--- src/rtl/i2c_pkg.sv ---
// Shared encodings for the single-byte I2C master: FSM states, ACK levels and quarter-phase codes.
package i2c_pkg;
   localparam logic [3:0] ST_IDLE     = 4'd0;
   localparam logic [3:0] ST_START_C  = 4'd1;
   localparam logic [3:0] ST_ADDR     = 4'd2;
   localparam logic [3:0] ST_ADDR_ACK = 4'd3;
   localparam logic [3:0] ST_WDATA    = 4'd4;
   localparam logic [3:0] ST_WACK     = 4'd5;
   localparam logic [3:0] ST_RDATA    = 4'd6;
   localparam logic [3:0] ST_RNACK    = 4'd7;
   localparam logic [3:0] ST_STOP_C   = 4'd8;

   localparam logic I2C_ACK  = 1'b0;
   localparam logic I2C_NACK = 1'b1;

   localparam logic [1:0] Q0 = 2'd0;
   localparam logic [1:0] Q1 = 2'd1;
   localparam logic [1:0] Q2 = 2'd2;
   localparam logic [1:0] Q3 = 2'd3;
endpackage

--- src/rtl/i2c_phase_gen.sv ---
// Quarter-phase timing for one I2C bit slot: CLK_DIV prescaler feeding a 2-bit quarter counter.
// Held at q0 while clr is high; every register freezes while enb is low.
module i2c_phase_gen
   import i2c_pkg::*;
#(
   parameter int CLK_DIV = 4
) (
   input  logic       clk,
   input  logic       reset,
   input  logic       enb,
   input  logic       clr,
   output logic [1:0] q,
   output logic       q_entry,
   output logic       slot_end
);
   localparam int CW = (CLK_DIV > 1) ? $clog2(CLK_DIV) : 1;

   logic [CW-1:0] cnt;
   logic          run;
   logic          q_last;

   assign run      = enb && !clr;
   assign q_last   = (cnt == CW'(CLK_DIV - 1));
   assign q_entry  = run && (cnt == '0);
   assign slot_end = run && q_last && (q == Q3);

   always_ff @(posedge clk) begin
      if (reset) begin
         cnt <= '0;
         q   <= Q0;
      end else if (enb) begin
         if (clr) begin
            cnt <= '0;
            q   <= Q0;
         end else if (q_last) begin
            cnt <= '0;
            q   <= q + 2'd1;
         end else begin
            cnt <= cnt + 1'b1;
         end
      end
   end
endmodule

--- src/rtl/i2c_master.sv ---
// Single-byte I2C master: START, address+R/W, one data byte (write or read), STOP.
// SCL is decoded from state/quarter; SDA_O is registered at quarter entry so it always trails an SCL fall.
module i2c_master
   import i2c_pkg::*;
#(
   parameter int CLK_DIV = 4,
   parameter int ADDR_W  = 7,
   parameter int DATA_W  = 8
) (
   input  logic              CLK,
   input  logic              RESET,
   input  logic              ENB,
   input  logic              START,
   input  logic [ADDR_W-1:0] ADDR,
   input  logic              RW,
   input  logic [DATA_W-1:0] D,
   output logic [DATA_W-1:0] Q,
   output logic              Q_ready,
   output logic              BUSY,
   output logic              ACK_ERR,
   output logic              SCL,
   output logic              SDA_O,
   input  logic              SDA_I
);
   localparam int TX_W = (ADDR_W + 1 > DATA_W) ? ADDR_W + 1 : DATA_W;
   localparam int BC_W = (TX_W > 1) ? $clog2(TX_W) : 1;

   logic [3:0]        state;
   logic [1:0]        qph;
   logic              q_entry;
   logic              slot_end;
   logic [TX_W-1:0]   tx_sr;
   logic [DATA_W-1:0] rx_sr;
   logic [BC_W-1:0]   bit_cnt;
   logic              rw_l;
   logic [DATA_W-1:0] d_l;
   logic              ack_bit;
   logic              sda_r;
   logic              addr_last;
   logic              data_last;

   i2c_phase_gen #(.CLK_DIV(CLK_DIV)) u_phase (
      .clk      (CLK),
      .reset    (RESET),
      .enb      (ENB),
      .clr      (state == ST_IDLE),
      .q        (qph),
      .q_entry  (q_entry),
      .slot_end (slot_end)
   );

   assign addr_last = (bit_cnt == BC_W'(ADDR_W));
   assign data_last = (bit_cnt == BC_W'(DATA_W - 1));
   assign SDA_O     = sda_r;

   always_comb begin
      SCL = 1'b1;
      case (state)
         ST_IDLE, ST_START_C: SCL = 1'b1;
         ST_STOP_C:           SCL = (qph != Q0);
         default:             SCL = (qph == Q2) || (qph == Q3);
      endcase
   end

   always_ff @(posedge CLK) begin
      if (RESET) begin
         state   <= ST_IDLE;
         BUSY    <= 1'b0;
         Q       <= '0;
         Q_ready <= 1'b0;
         ACK_ERR <= 1'b0;
         sda_r   <= 1'b1;
         tx_sr   <= '0;
         rx_sr   <= '0;
         bit_cnt <= '0;
         rw_l    <= 1'b0;
         d_l     <= '0;
         ack_bit <= I2C_ACK;
      end else if (ENB) begin
         Q_ready <= 1'b0;

         // SDA moves at q0 (data) or q2 (START/STOP edges while SCL is high); SDA_I sampled at q2 entry.
         if (q_entry) begin
            if (qph == Q0) begin
               case (state)
                  ST_ADDR, ST_WDATA: sda_r <= tx_sr[TX_W-1];
                  ST_STOP_C:         sda_r <= 1'b0;
                  default:           sda_r <= 1'b1;
               endcase
            end else if (qph == Q2) begin
               if (state == ST_START_C) sda_r <= 1'b0;
               if (state == ST_STOP_C)  sda_r <= 1'b1;
               if (state == ST_RDATA)   rx_sr <= {rx_sr[DATA_W-2:0], SDA_I};
               ack_bit <= SDA_I;
               if ((state == ST_ADDR_ACK || state == ST_WACK) && SDA_I == I2C_NACK)
                  ACK_ERR <= 1'b1;
            end
         end

         if (state == ST_IDLE) begin
            if (START) begin
               tx_sr   <= TX_W'({ADDR, RW}) << (TX_W - ADDR_W - 1);
               rw_l    <= RW;
               d_l     <= D;
               ACK_ERR <= 1'b0;
               BUSY    <= 1'b1;
               bit_cnt <= '0;
               state   <= ST_START_C;
            end
         end else if (slot_end) begin
            case (state)
               ST_START_C: state <= ST_ADDR;
               ST_ADDR: begin
                  tx_sr <= tx_sr << 1;
                  if (addr_last) begin
                     bit_cnt <= '0;
                     state   <= ST_ADDR_ACK;
                  end else begin
                     bit_cnt <= bit_cnt + 1'b1;
                  end
               end
               ST_ADDR_ACK: begin
                  if (ack_bit == I2C_NACK) begin
                     state <= ST_STOP_C;
                  end else if (rw_l) begin
                     state <= ST_RDATA;
                  end else begin
                     tx_sr <= TX_W'(d_l) << (TX_W - DATA_W);
                     state <= ST_WDATA;
                  end
               end
               ST_WDATA: begin
                  tx_sr <= tx_sr << 1;
                  if (data_last) begin
                     bit_cnt <= '0;
                     state   <= ST_WACK;
                  end else begin
                     bit_cnt <= bit_cnt + 1'b1;
                  end
               end
               ST_WACK: state <= ST_STOP_C;
               ST_RDATA: begin
                  if (data_last) begin
                     bit_cnt <= '0;
                     Q       <= rx_sr;
                     Q_ready <= 1'b1;
                     state   <= ST_RNACK;
                  end else begin
                     bit_cnt <= bit_cnt + 1'b1;
                  end
               end
               ST_RNACK: state <= ST_STOP_C;
               default: begin
                  state <= ST_IDLE;
                  BUSY  <= 1'b0;
               end
            endcase
         end
      end
   end
endmodule

--- config.mk ---
export PLATFORM = sky130hd
export DESIGN_NAME = i2c_master
export DESIGN_NICKNAME = d
export VERILOG_FILES = /design/src/rtl/i2c_pkg.sv /design/src/rtl/i2c_phase_gen.sv /design/src/rtl/i2c_master.sv
export SDC_FILE = /design/constraint.sdc
export NUM_CORES = 1
export LEC_CHECK = 0
export ABC_AREA = 1
export CAP_MARGIN = 15
export CORE_MARGIN = 2
export CORE_UTILIZATION = 65
export CTS_CLUSTER_SIZE = 10
export DETAILED_ROUTE_END_ITERATION = 6
export DONT_BUFFER_PORTS = 1
export HOLD_SLACK_MARGIN = 0.08
export PLACE_DENSITY = 0.81
export SYNTH_ARGS = -nofsm -noshare
export SYNTH_HDL_FRONTEND = slang
export SYNTH_SLANG_ARGS = --single-unit
--- constraint.sdc ---
create_clock -name CLK -period 2.4 [get_ports CLK]
set_input_delay 0.36 -clock CLK [delete_from_list [all_inputs] [get_ports CLK]]
set_output_delay 0.36 -clock CLK [all_outputs]
set_load 0.01 [all_outputs]
==> reports/results.env, run 1 <==
CP.ARRIVAL_PS=2190
DIEAREA_UM2=4280
VIAS=2198
SHARE_OF_THE_SYNTHESIZED_AREA_IN_THE_TOP_CELL_TYPE=0.400
CORE_REGION_AREA_UM2=3630
DETAIL_ROUTE.VIAS_PER_CELL=5.32
TIGHTESTPINTRANSITION_PS=573
IRDROPWORSTVDD_uV=472
GRT-OVFL-TOTAL=0
ROUTE.DETAILED.WL_PER_INST_UM=12.9
FINAL_NETS=392
N_FILL_CELL=310
HOLD_SLACK_PS=104
WORST_SLEW_MARGIN_REL=0.617
GRT_PASS1_WL_UM=8920
CTS.PATH.MAX_BUFFERS=2
PLACE.GP.CONGESTION=0.906
YS_TOP_CELLS_BY_AREA='sky130_fd_sc_hd__dfxtp_1 40%, sky130_fd_sc_hd__nand2_1 13%, sky130_fd_sc_hd__nor2_1 8.7%'
ANT_NETS=0
HTREE_NUM_LEVELS=2
CTS.REPORTEDPATHS.CLKPINSLEW_PS=90
SYNTHESIS.AREA_UM2=2450
DIE-HEIGHT_UM=65.5
DIE_X_UM=65.5
POSTCTSSETUPBUFFERS=0
DETAILED_PLACE.AREA_UM2=2490
POST_SYNTHESIS_CELL_TYPE_COUNT=24
CRITPATHCAPTURETYPE='register'
CRITPATHLAUNCHTYPE='register'
CLOCK_LATENCY_PS=310
DIODES=0
SEQUENTIAL_CELL_AREA_UM2=981
LEAKAGEPOWER_uW=0.00116
TIMING.FINAL.CRIT_PERIOD_PS=2010
GRT_ANTENNA_BEFORE_REPAIR=0
LAYOUT.CELL_AREA.NON_FILLER_UM2=2570
MAX_FREQ_GHz=0.497
CRIT_TYPE='register to register'
FIN_SKEW_PS=8.24
CRITPATHREQUIREDTIME_PS=2580
CLOCK_TREE_ROOT='sky130_fd_sc_hd__clkbuf_8'
TRACK_USAGE=0.272
WORST_HOLD_PATH_TYPE='input port to register'
LAYOUT.CELLS.MOST_COMMON_LIST='85 x sky130_fd_sc_hd__nand2_1, 57 x sky130_fd_sc_hd__nor2_1, 49 x sky130_fd_sc_hd__dfxtp_1'
POWER_PER_CELL_AREA_nW_PER_UM2=787
FINALSETUPVIOLCOUNT=0
TIMING.FINAL.CRIT_SHARE=0.839
CTS_RESIZED=0
POST_ROUTE_CELLS_DRIVE_ABOVE_1_SHARE=0.0603
AREA_OVERHEAD_VS_SYNTH_PCT=4.79
STD_CELL_ROWS=22
RSZ0062_AT_GRT='false'
FINAL_SLEW_VIOL_COUNT=0
PLACE.DETAILED.HPWL_UM=3870
LAYOUT_SETUP_WS_PS=386
CLKSINKCOUNT=49
CTS.HOLD.BUFFERS_ADDED=0
SYNTH_WARNINGS=0
IOS=34
SHARE_OF_SYNTHESIZED_AREA_OCCUPIED_BY_FLIP_FLOPS_AND_LATCHES=0.400
POST_SYNTH_NET_TOTAL=393
DRT_DRC_VIOLATIONS_LEFT=0
GRT_MAX_DEGREE=31
CTS_TREE='built'
POSTSYNTHREGISTERBITS=49
DETAILEDROUTE.FIRSTITERATIONVIOLATIONS=156
DRT-PASS1-ITER-COUNT=5
GRT_PASS1_VIAS=1930
FINALHOLDVIOLCOUNT=0
SETUP_TNS_AFTER_FINAL_LAYOUT_PS=0
WORST-PATH-MAX-FANOUT=19
TOTAL_ROUTED_WIRELENGTH_UM=5340
PLACE.PORT_BUFFERS=0
INITIAL_CORE_UTIL=0.676
AREA_OF_THE_MULTI_INPUT_GATES_UM2=1270
SYNTH.LARGEST_AREA_CELL='sky130_fd_sc_hd__dfxtp_1'
SYNTHESIS.INSTANCES=365
MEAN_SYN_CELL_AREA_UM2=6.73
DRV_CAP=0
RUN_STATUS='complete, no violations'
FINAL_COMMON_CELL='sky130_fd_sc_hd__nand2_1'
DETAILEDPLACE.WORSTSLACK_PS=431
CTS-BUFFERS-INSERTED=5
-- cell families (layout without fill, tap and decap cells) --
group           after synthesis  after routing  synth area share
compound gates               53             53             0.116
buf+inv                      52             52            0.0821
flops                        49             49             0.400
fa+ha+maj                     7              7            0.0357
simple gates                204            204             0.366
-- power breakdown --
part | total (µW) | switching, µW | internal (µW)
Clock | 490 | 282 | 208
Combinational | 590 | 400 | 190
Sequential | 944 | 49.1 | 895
-- state kept, by name, indices dropped and copies added, names as in the netlist, 2 cells and up --
register	cells
Q	8
d_l	8
rx_sr	8
tx_sr	8
state	4
bit_cnt	3
u_phase.cnt	2
u_phase.q	2
-- metal layers --
metal / track usage / vias up / share of wire
met5: 0 / - / 0
met2: 0.444 / 54 / 0.45
met4: 0.0859 / 0 / 0.013
met3: 0.0702 / 7 / 0.067
met1: 0.353 / 974 / 0.47
li1: - / 1163 / -
-- critical path: stages, from the launching register on --
cell,delay (ps)
sky130_fd_sc_hd__dfxtp_1,370
sky130_fd_sc_hd__nor2_2,240
sky130_fd_sc_hd__nand2_2,300
sky130_fd_sc_hd__inv_1,150
sky130_fd_sc_hd__nand3_1,410
sky130_fd_sc_hd__o21ai_0,350
sky130_fd_sc_hd__a21oi_1,70
-- Yosys cell counts (all sizes together) --
cell type / n
or2: 1
ha: 7
nand3b: 7
o211ai: 1
clkbuf: 4
a21oi: 23
nor2: 62
buf: 6
nand4: 2
inv: 42
a31oi: 1
nand3: 31
dfxtp: 49
o31ai: 1
o21ai: 27
nand2: 88
nor3: 13
-- stage by stage --
stage           util  instances  total power, µW
2_1_floorplan      -        365             1440
3_3_place_gp   0.684        405             1540
3_5_place_dp   0.684        405             1550
4_1_cts        0.708        413             2040
5_1_grt        0.708        413             2170
6_report       0.708        413             2020
-- cell type report --
cell class / count / share of cell area
repair buffers: 2 / 0.00584
multi-input cells: 264 / 0.495
clock inverters: 2 / 0.00535
flip-flops and latches: 49 / 0.381
inverters: 42 / 0.0613
clock buffers: 6 / 0.0282
well taps: 48 / 0.0233
-- final timing paths --
path	slack, ps	startpoint	to	cells after the start
worst min-delay path	100	RESET	bit_cnt[0]	1
worst max register to register	390	state[3]	d_l[1]	6
worst min register to register	460	d_l[0]	d_l[0]	2
worst max-delay path	390	state[3]	d_l[1]	6
(Power assumes the default switching activity.)
==> run 2, diff against run 1 <==
Settings changed: CORE_UTILIZATION 65 to 62, PLACE_DENSITY 0.81 to 0.78.
Clock period 2.4 ns to 2 ns, I/O delays scaled along.
==> run 2 against run 1 <==
Cell count up 1.5%. Utilization is 0.73 points higher. Sequential share of layout area shrank 1.5 points. Worst setup slack worse by 250 ps. Clock skew is 1.9 ps lower. Critical path depth decreased by 2. Combinational power grew 27%. Final area up 4.1%. Clock power is 74% higher. Critical path type is now register to primary output.
==> reports/results.env, run 2 (synthesis gave the netlist of run 1 again) <==
RUN_STATUS='complete, no violations'
HOLD_SLACK_PS=147
DIODES=0
MET3_WL_UM=329
DRV_CAP=0
DIE-HEIGHT_UM=66.9
MAX_STAGE_DELAY_PS=390
CLOCK_LATENCY_PS=310
GRT_PASS1_WL_UM=9180
GRT_ANTENNA_BEFORE_REPAIR=0
FINALSETUPVIOLCOUNT=0
WORST-PATH-MAX-FANOUT=10
DIEAREA_UM2=4480
TOTAL_ROUTED_WIRELENGTH_UM=5440
SEQUENTIAL_CELL_AREA_UM2=981
TOP_LAYER='met4'
CELL_AT_THE_SLOWEST_STAGE_OF_THE_CRITICAL_PATH='sky130_fd_sc_hd__dfxtp_1'
TIMING.FINAL.CRIT_SHARE=0.934
CLOCK_TREE_ROOT='sky130_fd_sc_hd__clkbuf_8'
DRT-MET1-WL_UM=2380
FINALHOLDVIOLCOUNT=0
ROUTE.DETAILED.WL_PER_INST_UM=13.0
ROUTE.MET2.WL_UM=2680
PLACE.GP.CONGESTION=0.816
FINAL_NETS=398
LAYOUT.CELLS.MOST_COMMON_LIST='85 x sky130_fd_sc_hd__nand2_1, 57 x sky130_fd_sc_hd__nor2_1, 49 x sky130_fd_sc_hd__dfxtp_1'
DRT-PASS1-ITER-COUNT=5
TIMING.FINAL.CRIT_PERIOD_PS=1870
N_FILL_CELL=354
CRITICAL-PATH-TOP-DELAY-FAMILY='simple AND/OR/NAND/NOR gates'
WORST_SLEW_MARGIN_REL=0.581
CLKSINKCOUNT=49
CORE_REGION_AREA_UM2=3740
DETAIL_ROUTE.VIAS_PER_CELL=5.44
CRIT_TYPE='register to primary output'
POST_ROUTE_CELLS_DRIVE_ABOVE_1_SHARE=0.0755
CTS-BUFFERS-INSERTED=5
GRT_PASS1_VIAS=2091
INITIAL_CORE_UTIL=0.656
CRITPATHLAUNCHTYPE='register'
PLACE.PORT_BUFFERS=0
STD_CELL_ROWS=22
IOS=34
ANT_NETS=0
CRITICAL_PATH.CELL_CHAIN='nor2_2 > nand2_2 > buf_4 > nand4_1'
SETUP_TNS_AFTER_FINAL_LAYOUT_PS=0
DRT_DRC_VIOLATIONS_LEFT=0
FIN_SKEW_PS=6.37
AREA_OVERHEAD_VS_SYNTH_PCT=9.07
PLACE.DETAILED.HPWL_UM=3880
CTS.PATH.MAX_BUFFERS=2
FINAL_SLEW_VIOL_COUNT=0
IRDROPWORSTVDD_uV=640
DETAILEDROUTE.FIRSTITERATIONVIOLATIONS=181
HTREE_NUM_LEVELS=2
TIGHTESTPINTRANSITION_PS=628
CP.ARRIVAL_PS=1570
AREA_OF_THE_MULTI_INPUT_GATES_UM2=1280
GRT_MAX_DEGREE=23
CTS_TREE='built'
MAX_FREQ_GHz=0.536
TRACK_USAGE=0.273
VIAS=2278
CRITICAL_PATH.N_BUFFERS_INVERTERS=1
CTS.REPORTEDPATHS.CLKPINSLEW_PS=90
CRITPATHCAPTURETYPE='primary output'
DIE_X_UM=66.9
WORST_HOLD_PATH_TYPE='input port to register'
CRITPATHREQUIREDTIME_PS=1700
POWER_PER_CELL_AREA_nW_PER_UM2=1020
FINAL_COMMON_CELL='sky130_fd_sc_hd__nand2_1'
LEAKAGEPOWER_uW=0.00123
RSZ0062_AT_GRT='false'
GRT-OVFL-TOTAL=0
-- run 2: through the flow --
step	setup slack, ps	util	cells	power (µW)	cell area (µm²)
6_report	133	0.715	419	2730	2680
5_1_grt	16.8	0.715	419	2900	2680
4_1_cts	150	0.714	419	2730	2670
3_5_place_dp	200	0.674	410	1890	2520
3_3_place_gp	223	0.674	410	1870	2520
2_1_floorplan	464	-	365	1720	2450
-- run 2: final cells by class --
type / count / share of cell area
clock inverter: 3 / 0.0257
sequential: 49 / 0.366
clock buffer: 5 / 0.0257
tap: 48 / 0.0224
timing repair buffer: 8 / 0.0234
multi-input combinational: 264 / 0.478
inverter: 42 / 0.0589
-- run 2: worst paths after layout --
kind	start	end	slack, ps	cells past startpoint
setup / recovery	state[3]	SCL	130	4
hold / removal	ENB	u_phase.cnt[0]	150	2
setup reg to reg	state[1]	rx_sr[0]	170	8
hold reg to reg	d_l[6]	d_l[6]	460	2
-- run 2: worst register-to-register path, delay by kind of cell (launching register included) --
family / cells / cell delay (ps)
buffers and inverters: 1 / 130
flip-flops: 1 / 500
AND/OR/NAND/NOR: 7 / 1150
-- run 2: routing by layer --
layer | up-vias | track usage
li1 | 1179 | -
met1 | 1030 | 0.329
met2 | 63 | 0.468
met3 | 6 | 0.0507
met4 | 0 | 0.125
met5 | - | 0
-- run 2: what timing repair did --
item / CTS / global route
endpoints found under the hold margin: 6 / 0
resized for setup: 0 / 1
buffers inserted: 0 / 0
hold buffers: 1 / 0
endpoints found under the setup margin: 0 / 1
-- run 2: power breakdown --
| part | total (µW) | internal, µW | switching [µW] |
|---|---|---|---|
| clock | 851 | 503 | 348 |
| sequential | 1130 | 1070 | 56.6 |
| combinational | 749 | 253 | 496 |
==> run 3, diff against run 2 <==
Settings changed: ABC_CLOCK_PERIOD_IN_PS from default to 2000.
==> results of run 3 <==
The final DEF is identical to that of run 2; final timing and power are the same.
